## config.mk

```make
export PLATFORM = sky130hd
export DESIGN_NAME = spi_master_arbiter
export DESIGN_NICKNAME = d
export VERILOG_FILES = /design/src/rtl/spi_master_arbiter.sv
export SDC_FILE = /design/constraint.sdc
export NUM_CORES = 1
export LEC_CHECK = 0
export CAP_MARGIN = 5
export CORE_MARGIN = 3
export CORE_UTILIZATION = 52
export CTS_CLUSTER_DIAMETER = 60
export CTS_CLUSTER_SIZE = 20
export DETAILED_ROUTE_END_ITERATION = 16
export PLACE_DENSITY_LB_ADDON = 0.2
export SYNTH_ARGS = -nofsm -noshare
export SYNTH_HDL_FRONTEND = slang
export SYNTH_SLANG_ARGS = --single-unit
```

## constraint.sdc

```tcl
create_clock -name clk -period 2.61 [get_ports clk]
set_clock_uncertainty 0.1 [all_clocks]
set_input_delay 0.6525 -clock clk [delete_from_list [all_inputs] [get_ports clk]]
set_output_delay 0.6525 -clock clk [all_outputs]
set_load 0.01 [all_outputs]
```

## src/rtl/spi_master_arbiter.sv

```systemverilog
// Two-requester SPI master with round-robin arbitration.
// Mode: SCLK idles low, MISO captured on rising SCLK, MOSI updated on falling SCLK, MSB first.
// Every output is a register, so no input reaches an output combinationally.
module spi_master_arbiter #(
  parameter int DATA_W   = 8,
  parameter int CLK_HALF = 2
) (
  input  logic              clk,
  input  logic              rst_n,
  input  logic [1:0]        req,
  input  logic [DATA_W-1:0] tx_data0,
  input  logic [DATA_W-1:0] tx_data1,
  output logic [1:0]        done,
  output logic [DATA_W-1:0] rx_data,
  output logic              busy,
  output logic              sclk,
  output logic [1:0]        select,
  output logic              mosi,
  input  logic              miso
);

  localparam int CNT_W = (CLK_HALF > 1) ? $clog2(CLK_HALF) : 1;
  localparam int TGL_W = $clog2(2 * DATA_W + 1);
  localparam logic [CNT_W-1:0] CNT_LAST = CNT_W'(CLK_HALF - 1);
  localparam logic [TGL_W-1:0] TGL_LAST = TGL_W'(2 * DATA_W);
  localparam logic [TGL_W-1:0] TGL_PREV = TGL_W'(2 * DATA_W - 1);

  typedef enum logic [1:0] {
    IDLE,
    SETUP,
    SHIFT,
    DONE
  } state_t;

  state_t            state;
  logic              grant;
  logic              last_served;
  logic [DATA_W-1:0] tx_shift;
  logic [DATA_W-1:0] rx_shift;
  logic [CNT_W-1:0]  half_cnt;
  logic [TGL_W-1:0]  toggles;
  logic              half_end;
  logic              pick;

  // A half-period has elapsed when the counter reaches its last value.
  assign half_end = (half_cnt == CNT_LAST);

  // Round-robin choice: a lone requester wins; with both active the one not served last wins.
  always_comb begin
    pick = 1'b0;
    if (req == 2'b11) begin
      pick = ~last_served;
    end else begin
      pick = req[1];
    end
  end

  // Transfer FSM: grant, select setup, SCLK toggling with shift/capture, then a one-cycle done.
  always_ff @(posedge clk or negedge rst_n) begin
    if (!rst_n) begin
      state       <= IDLE;
      grant       <= 1'b0;
      last_served <= 1'b1;
      tx_shift    <= '0;
      rx_shift    <= '0;
      half_cnt    <= '0;
      toggles     <= '0;
      sclk        <= 1'b0;
      select      <= 2'b00;
      mosi        <= 1'b0;
      done        <= 2'b00;
      busy        <= 1'b0;
      rx_data     <= '0;
    end else begin
      done <= 2'b00;
      case (state)
        IDLE: begin
          if (req != 2'b00) begin
            grant    <= pick;
            tx_shift <= pick ? tx_data1 : tx_data0;
            mosi     <= pick ? tx_data1[DATA_W-1] : tx_data0[DATA_W-1];
            select   <= pick ? 2'b10 : 2'b01;
            busy     <= 1'b1;
            half_cnt <= '0;
            toggles  <= '0;
            rx_shift <= '0;
            state    <= SETUP;
          end
        end
        SETUP: begin
          if (half_end) begin
            // First rising edge: it also captures the first MISO bit.
            half_cnt <= '0;
            sclk     <= 1'b1;
            toggles  <= TGL_W'(1);
            rx_shift <= {rx_shift[DATA_W-2:0], miso};
            state    <= SHIFT;
          end else begin
            half_cnt <= half_cnt + 1'b1;
          end
        end
        SHIFT: begin
          if (half_end) begin
            half_cnt <= '0;
            if (toggles == TGL_LAST) begin
              // SCLK has been low for a full half-period after the last fall: close out.
              state       <= DONE;
              select      <= 2'b00;
              mosi        <= 1'b0;
              done        <= grant ? 2'b10 : 2'b01;
              rx_data     <= rx_shift;
              last_served <= grant;
            end else begin
              sclk    <= ~sclk;
              toggles <= toggles + 1'b1;
              if (!sclk) begin
                rx_shift <= {rx_shift[DATA_W-2:0], miso};
              end else if (toggles != TGL_PREV) begin
                tx_shift <= tx_shift << 1;
                mosi     <= tx_shift[DATA_W-2];
              end
            end
          end else begin
            half_cnt <= half_cnt + 1'b1;
          end
        end
        DONE: begin
          busy  <= 1'b0;
          state <= IDLE;
        end
        default: begin
          state <= IDLE;
        end
      endcase
    end
  end

endmodule

```

* After elaboration in Yosys (flattened, before gate mapping)
Index checks and enable logic that the tools add are counted.
** Cells by class
- Add/subtract/negate cells :: 2
- Equality and inequality tests :: 16
- Mux-type cells :: 49
- Bitwise logic cells :: 2
- Reduce and logical (&&, ||, !) cells :: 19
** Operator list (number)
- 7-bit 2-to-1 mux :: 6
- 8-bit 2-to-1 mux :: 5
- 2-bit 2-to-1 mux :: 12
- 8-bit case mux with 3 select lines :: 1
- 5-bit 2-to-1 mux :: 4
- 2-bit != test, second input constant :: 8
- 5-bit case mux with 3 select lines :: 1
- 7-bit case mux with 2 select lines :: 1
- 1-bit 2-to-1 mux :: 13
- 4-bit AND reduction :: 3
- 6-bit AND reduction :: 2
- 5-bit AND reduction :: 2
- 2-bit nonzero test :: 5
- 1-bit case mux with 2 select lines :: 4
- 2-bit case mux with 4 select lines :: 1
- 2-bit == test, second input constant :: 3
- 3-bit != test, second input constant :: 2
- 2-bit AND reduction :: 3
- 5-bit by 1-bit adder with 5-bit output, second input constant :: 1
- 5-bit == test, second input constant :: 1
- 5-bit by 4-bit != test with 1-bit output, second input constant :: 1
- 2-bit case mux with 2 select lines :: 1
- 3-bit AND reduction :: 1
- 3-bit nonzero test :: 1
- 5 further kinds :: 6
** Word-level totals
- Flip-flop bits (word level) :: 40
- Input bits :: 21
- Output and inout bits :: 15
- Word-level logic and storage cells :: 101

* Logic depth before layout (Yosys ltp)
- Depth after elaboration :: 6
- Gate-level depth with buffers :: 8
- Gate-level depth less buffers :: 7

* Worst setup path after synthesis
Ideal clock, no wire load.
- Path kind :: flip-flop to flip-flop
- From :: register toggles[0]
- To :: register tx_shift[1]
- Setup time :: 0.126 ns
- Arrival :: 1.780 ns
- Data required time :: 2.384 ns
- Path slack :: 0.604 ns
- Stages on the path, launching flop included :: 8
- Path buffers :: 0
- Clock period less this slack :: 2.006 ns
- Cell sequence :: dfrtp_1 -> ha_1 -> and3_1 -> ha_1 -> nand2b_1 -> nand2b_1 -> a21o_1 -> a221o_1
** On the way
- Longest elaborated chain between the ends :: 3
- Elaborated cells between the ends (all ways) :: 5
- Classes of those cells :: eq/ne (4); reduce/logical (1)
** Ends and longest elaborated chain
- start: declaration :: line 41 : logic [TGL_W-1:0] toggles;
- start signal: assignment :: line 115 : toggles <= toggles + 1'b1;
- 5-bit by 4-bit != test with 1-bit output or 5-bit == test (tied branches) :: line 118, 105
- 2-bit != test (no source line)
- 6-bit AND reduction (no source line) *
- end signal: assignment :: line 80 : tx_shift <= pick ? tx_data1 : tx_data0;
- end signal: assignment :: line 119 : tx_shift <= tx_shift << 1;
- end: declaration :: line 38 : logic [DATA_W-1:0] tx_shift;
Mark *: on every way between the ends. The rest lies on a longest branch, timed or not.
A chain may end at the register's enable or synchronous reset.

* Final worst setup path
- From :: register state[0]
- To :: register tx_shift[3]
** On the way
- Longest elaborated chain between the ends :: 3
- Elaborated cells between the ends (all ways) :: 10
- Classes of those cells :: eq/ne (6); mux (1); reduce/logical (3)
** Ends and longest elaborated chain
- start: declaration :: line 35 : state_t state;
- start signal: assignment :: line 61 : state <= IDLE;
- start signal: assignment :: line 87 : state <= SETUP;
- start signal: assignment :: line 97 : state <= SHIFT;
- 2-bit == test or 2-bit logical NOT (tied branches) :: line 76 : case (state)
- 2-bit != test (no source line) or 2-bit nonzero test (tied branches)
- 6-bit AND reduction (no source line)
Parallel ways exist; a longest one is shown, timed or not.

==> flow_metrics.py <==
metrics = {
    "status": {
        "status": "complete, no violations",
    },
    "grt": {
        "grt_antenna_before_repair": 0,
        "grt_max_degree": 41,
        "grt_usage_pct": 20.4,
        "grt_pass1_vias": 1591,
        "grt_pass1_wl_um": 7180,
        "overflow": 0,
    },
    "pwr": {
        "pwr-share-clk_pct": 20.3,
        "pwr-share-seq_pct": 35.5,
        "p_sw_share_pct": 37.5,
        "p_sw_uw": 993,
        "peakVddDrop_mv": 0.485,
        "p_per_area_nw_per_um2": 1030,
        "combPwrFrac_pct": 44.2,
        "intPower_uw": 1660,
        "leakagePower_uw": 0.00119,
    },
    "placed_design": {
        "pre_cts_slack_ns": 0.141,
        "portBuffers": 35,
        "routabilityCongestion": 0.782,
        "hpwl_um": 3040,
        "placedCellCount": 268,
    },
    "critical_path": {
        "required_ns": 2.69,
        "critPathMaxFanout": 16,
        "cp-end-kind": "flip-flop",
        "worstReg2RegStart": "state[0]",
        "arrival_ns": 2.32,
        "startpoint_type": "flip-flop",
        "regToRegSetupSlack_ns": 0.37,
        "crit_start": "state[0]",
        "r2r_cells": 6,
        "timing.rr.end": "tx_shift[3]",
        "path_class": "flip-flop to flip-flop",
    },
    "layout": {
        "area_growth_pct": 24.9,
        "final_cells": 276,
        "nNetsFinal": 256,
        "drive_gt1_share_pct": 10.1,
        "diodes": 0,
    },
    "sta": {
        "fmax_ghz": 0.447,
        "drv_slew": 0,
        "setup_violations": 0,
        "min_period_over_period_pct": 85.8,
        "tns_ns": 0,
        "post-route-min-period_ns": 2.24,
        "rsz0062_at_grt": "no",
        "worstMarginPinSlew_ns": 0.868,
        "setup_ws_ns": 0.371,
        "hold_violations": 0,
        "maxSlewHeadroom_pct": 42.1,
    },
    "logic_synthesis": {
        "synth_top_family_by_area": "compound AO/OA/AOI/OAI gates",
        "synth_top_flop_cell": "dfrtp_1",
        "netlist_instances": 190,
        "synthTopCellsByArea": "dfrtp_1 (47%), mux2i_1 (6.3%), ha_1 (4.9%)",
        "ys_seq_elements": 40,
        "yosys.area_share.xor_xnor_pct": 0.426,
        "synth_fa_ha_area_share_pct": 4.87,
        "ys_seq_area_share_pct": 48.8,
        "synth-edff-count": 0,
        "synthArstFlopShare_pct": 100,
        "synthDominantCellAreaShare_pct": 47.5,
        "ys_types": 49,
        "synth_compound_area_share_pct": 17.6,
        "synth.mux.area_fraction_pct": 8.52,
        "synth_area_per_cell_sq_um": 10.8,
        "synth-simple-area-share_pct": 15.6,
        "yosys_warnings": 0,
        "synthesis.nets": 219,
        "synth_top_area_cell": "dfrtp_1",
        "netlist_area_sq_um": 2060,
    },
    "route": {
        "wl_um": 4090,
        "ant_nets": 0,
        "vias": 1567,
        "vias_per_cell": 5.68,
        "drc": 0,
        "drtIter0Drc": 59,
        "avgRoutedWirePerCell_um": 14.8,
        "drtPass1Iterations": 4,
    },
    "clock_tree": {
        "cts_buffer_depth": 2,
        "cts_sinks": 40,
        "clk_pin_slew_ns": 0.08,
        "cts_made_buffers": 5,
        "hold_buffers": 0,
        "cts_resized": 0,
        "htreeDepth": 2,
        "cts_tree": "yes",
        "cts_root_buffer": "clkbuf_8",
        "clk_latency_ns": 0.30,
        "post_cts_buffers": 0,
    },
    "floorplan": {
        "die_w_um": 68.9,
        "start_util_pct": 54.9,
        "rows": 22,
        "pin_count": 36,
        "core_area_sq_um": 3740,
        "fp.dieH_um": 68.9,
        "dieArea_sq_um": 4740,
    },
    "min_path": {
        "min_path_type": "primary input to async pin",
    },
    "job": {
        "cap_violations": 0,
    },
}
[power groups by stage]
| stage | Combinational (uW) | Sequential [uW] | Clock, uW |
|---|---|---|---|
| 2_1_floorplan | 888 | 918 | 0 |
| 4_1_cts | 1190 | 941 | 541 |
| 6_report | 1170 | 940 | 538 |
| 5_1_grt | 1310 | 964 | 573 |
| 3_5_place_dp | 1180 | 951 | 0 |
| 3_3_place_gp | 1140 | 940 | 0 |
[critical path, cell delays in order, from the launching register on]
cell and delay (ns):
dfrtp_1 0.42, inv_1 0.12, ha_1 0.50, nand2b_1 0.25
or2_0 0.36, nor2_1 0.09, a221o_1 0.28
[synth_stat cells, types with 2 or more instances]
| library cell | number |
|---|---|
| nand4_1 | 3 |
| buf_2 | 3 |
| a21bo_1 | 3 |
| a21o_1 | 3 |
| buf_1 | 2 |
| o2bb2ai_1 | 3 |
| clkbuf_1 | 2 |
| a22o_1 | 2 |
| ha_1 | 8 |
| o31ai_1 | 2 |
| dfrtp_1 | 39 |
| nand2b_1 | 4 |
| nand3_1 | 3 |
| nand2_1 | 19 |
| a32o_1 | 3 |
| nor3_2 | 2 |
| a221o_1 | 7 |
| mux2i_1 | 13 |
| o21ai_1 | 10 |
| o32a_1 | 2 |
| inv_1 | 12 |
| mux2_1 | 4 |
| o21ai_0 | 2 |
| nor2_1 | 11 |
| a21oi_1 | 4 |
[flip-flops by register name (all words and copies together) (netlist names)]
name	cells
grant	1
select	2
rx_data	8
mosi	1
last_served	1
busy	1
sclk	1
state	2
tx_shift	7
half_cnt	1
rx_shift	8
done	2
toggles	5
[kinds of logic after synthesis]
kind of cell	Yosys count
AOI/OAI and AO/OA	47
xor gates and xnor gates	1
adders and majority gates	8
buffers and inverters	21
DFF	40
muxes	17
and+or+nand+nor	56
[layout make-up]
type	instances	area, sq um
clock buffer	6	82.6
clock inverter	2	38.8
fill	324	1180
inverter	13	48.8
multi-input combinational	129	967
sequential	40	1000
tap	48	60.1
timing repair buffer	38	368
[placed cells by master, fill, tap and decap left out, types with 2 or more instances in the layout]
| cell type | n |
|---|---|
| clkbuf_8 | 6 |
| ha_1 | 8 |
| a21bo_1 | 3 |
| mux2_1 | 4 |
| mux2i_1 | 13 |
| a221o_1 | 7 |
| nor3_2 | 2 |
| nor2_1 | 11 |
| nand2_1 | 19 |
| a22o_1 | 2 |
| a32o_1 | 3 |
| a21o_1 | 3 |
| o31ai_1 | 2 |
| a21oi_1 | 4 |
| dfrtp_1 | 39 |
| o32a_1 | 2 |
| buf_4 | 3 |
| clkdlybuf4s50_1 | 34 |
| inv_1 | 12 |
| nand2b_1 | 4 |
| o21ai_0 | 2 |
| o2bb2ai_1 | 3 |
| nand3_1 | 3 |
| o21ai_1 | 10 |
| nand4_1 | 3 |
[worst max-delay path by stage]
stage	to	slack, ns
after global routing	tx_shift[3]	0.09
after detailed placement	mosi	0.14
after global placement	mosi	0.18
after floorplan	tx_shift[1]	0.60
final	tx_shift[3]	0.37
after CTS	tx_shift[3]	0.34
[metal layers]
layer	routed length (um)	vias up	GRT usage [%]	share of wire [%]
met5	0	-	0	0
met1	1810	767	25.9	44
met2	2010	30	32.6	49
li1	-	759	-	-
met4	85	0	7.79	2.1
met3	176	11	6.32	4.3
[stage by stage]
step                      utilization [%]  cell area, sq um  hold WS [ns]  power, uW
after global routing                 68.6              2570         0.388       2850
after CTS                            68.6              2570         0.377       2670
after detailed placement             65.3              2450         0.365       2130
final                                68.6              2570         0.352       2650
after floorplan                         -              2060         0.257       1810
after global placement               65.3              2450         0.351       2080
Note: power is estimated with default switching activity, not from simulation.
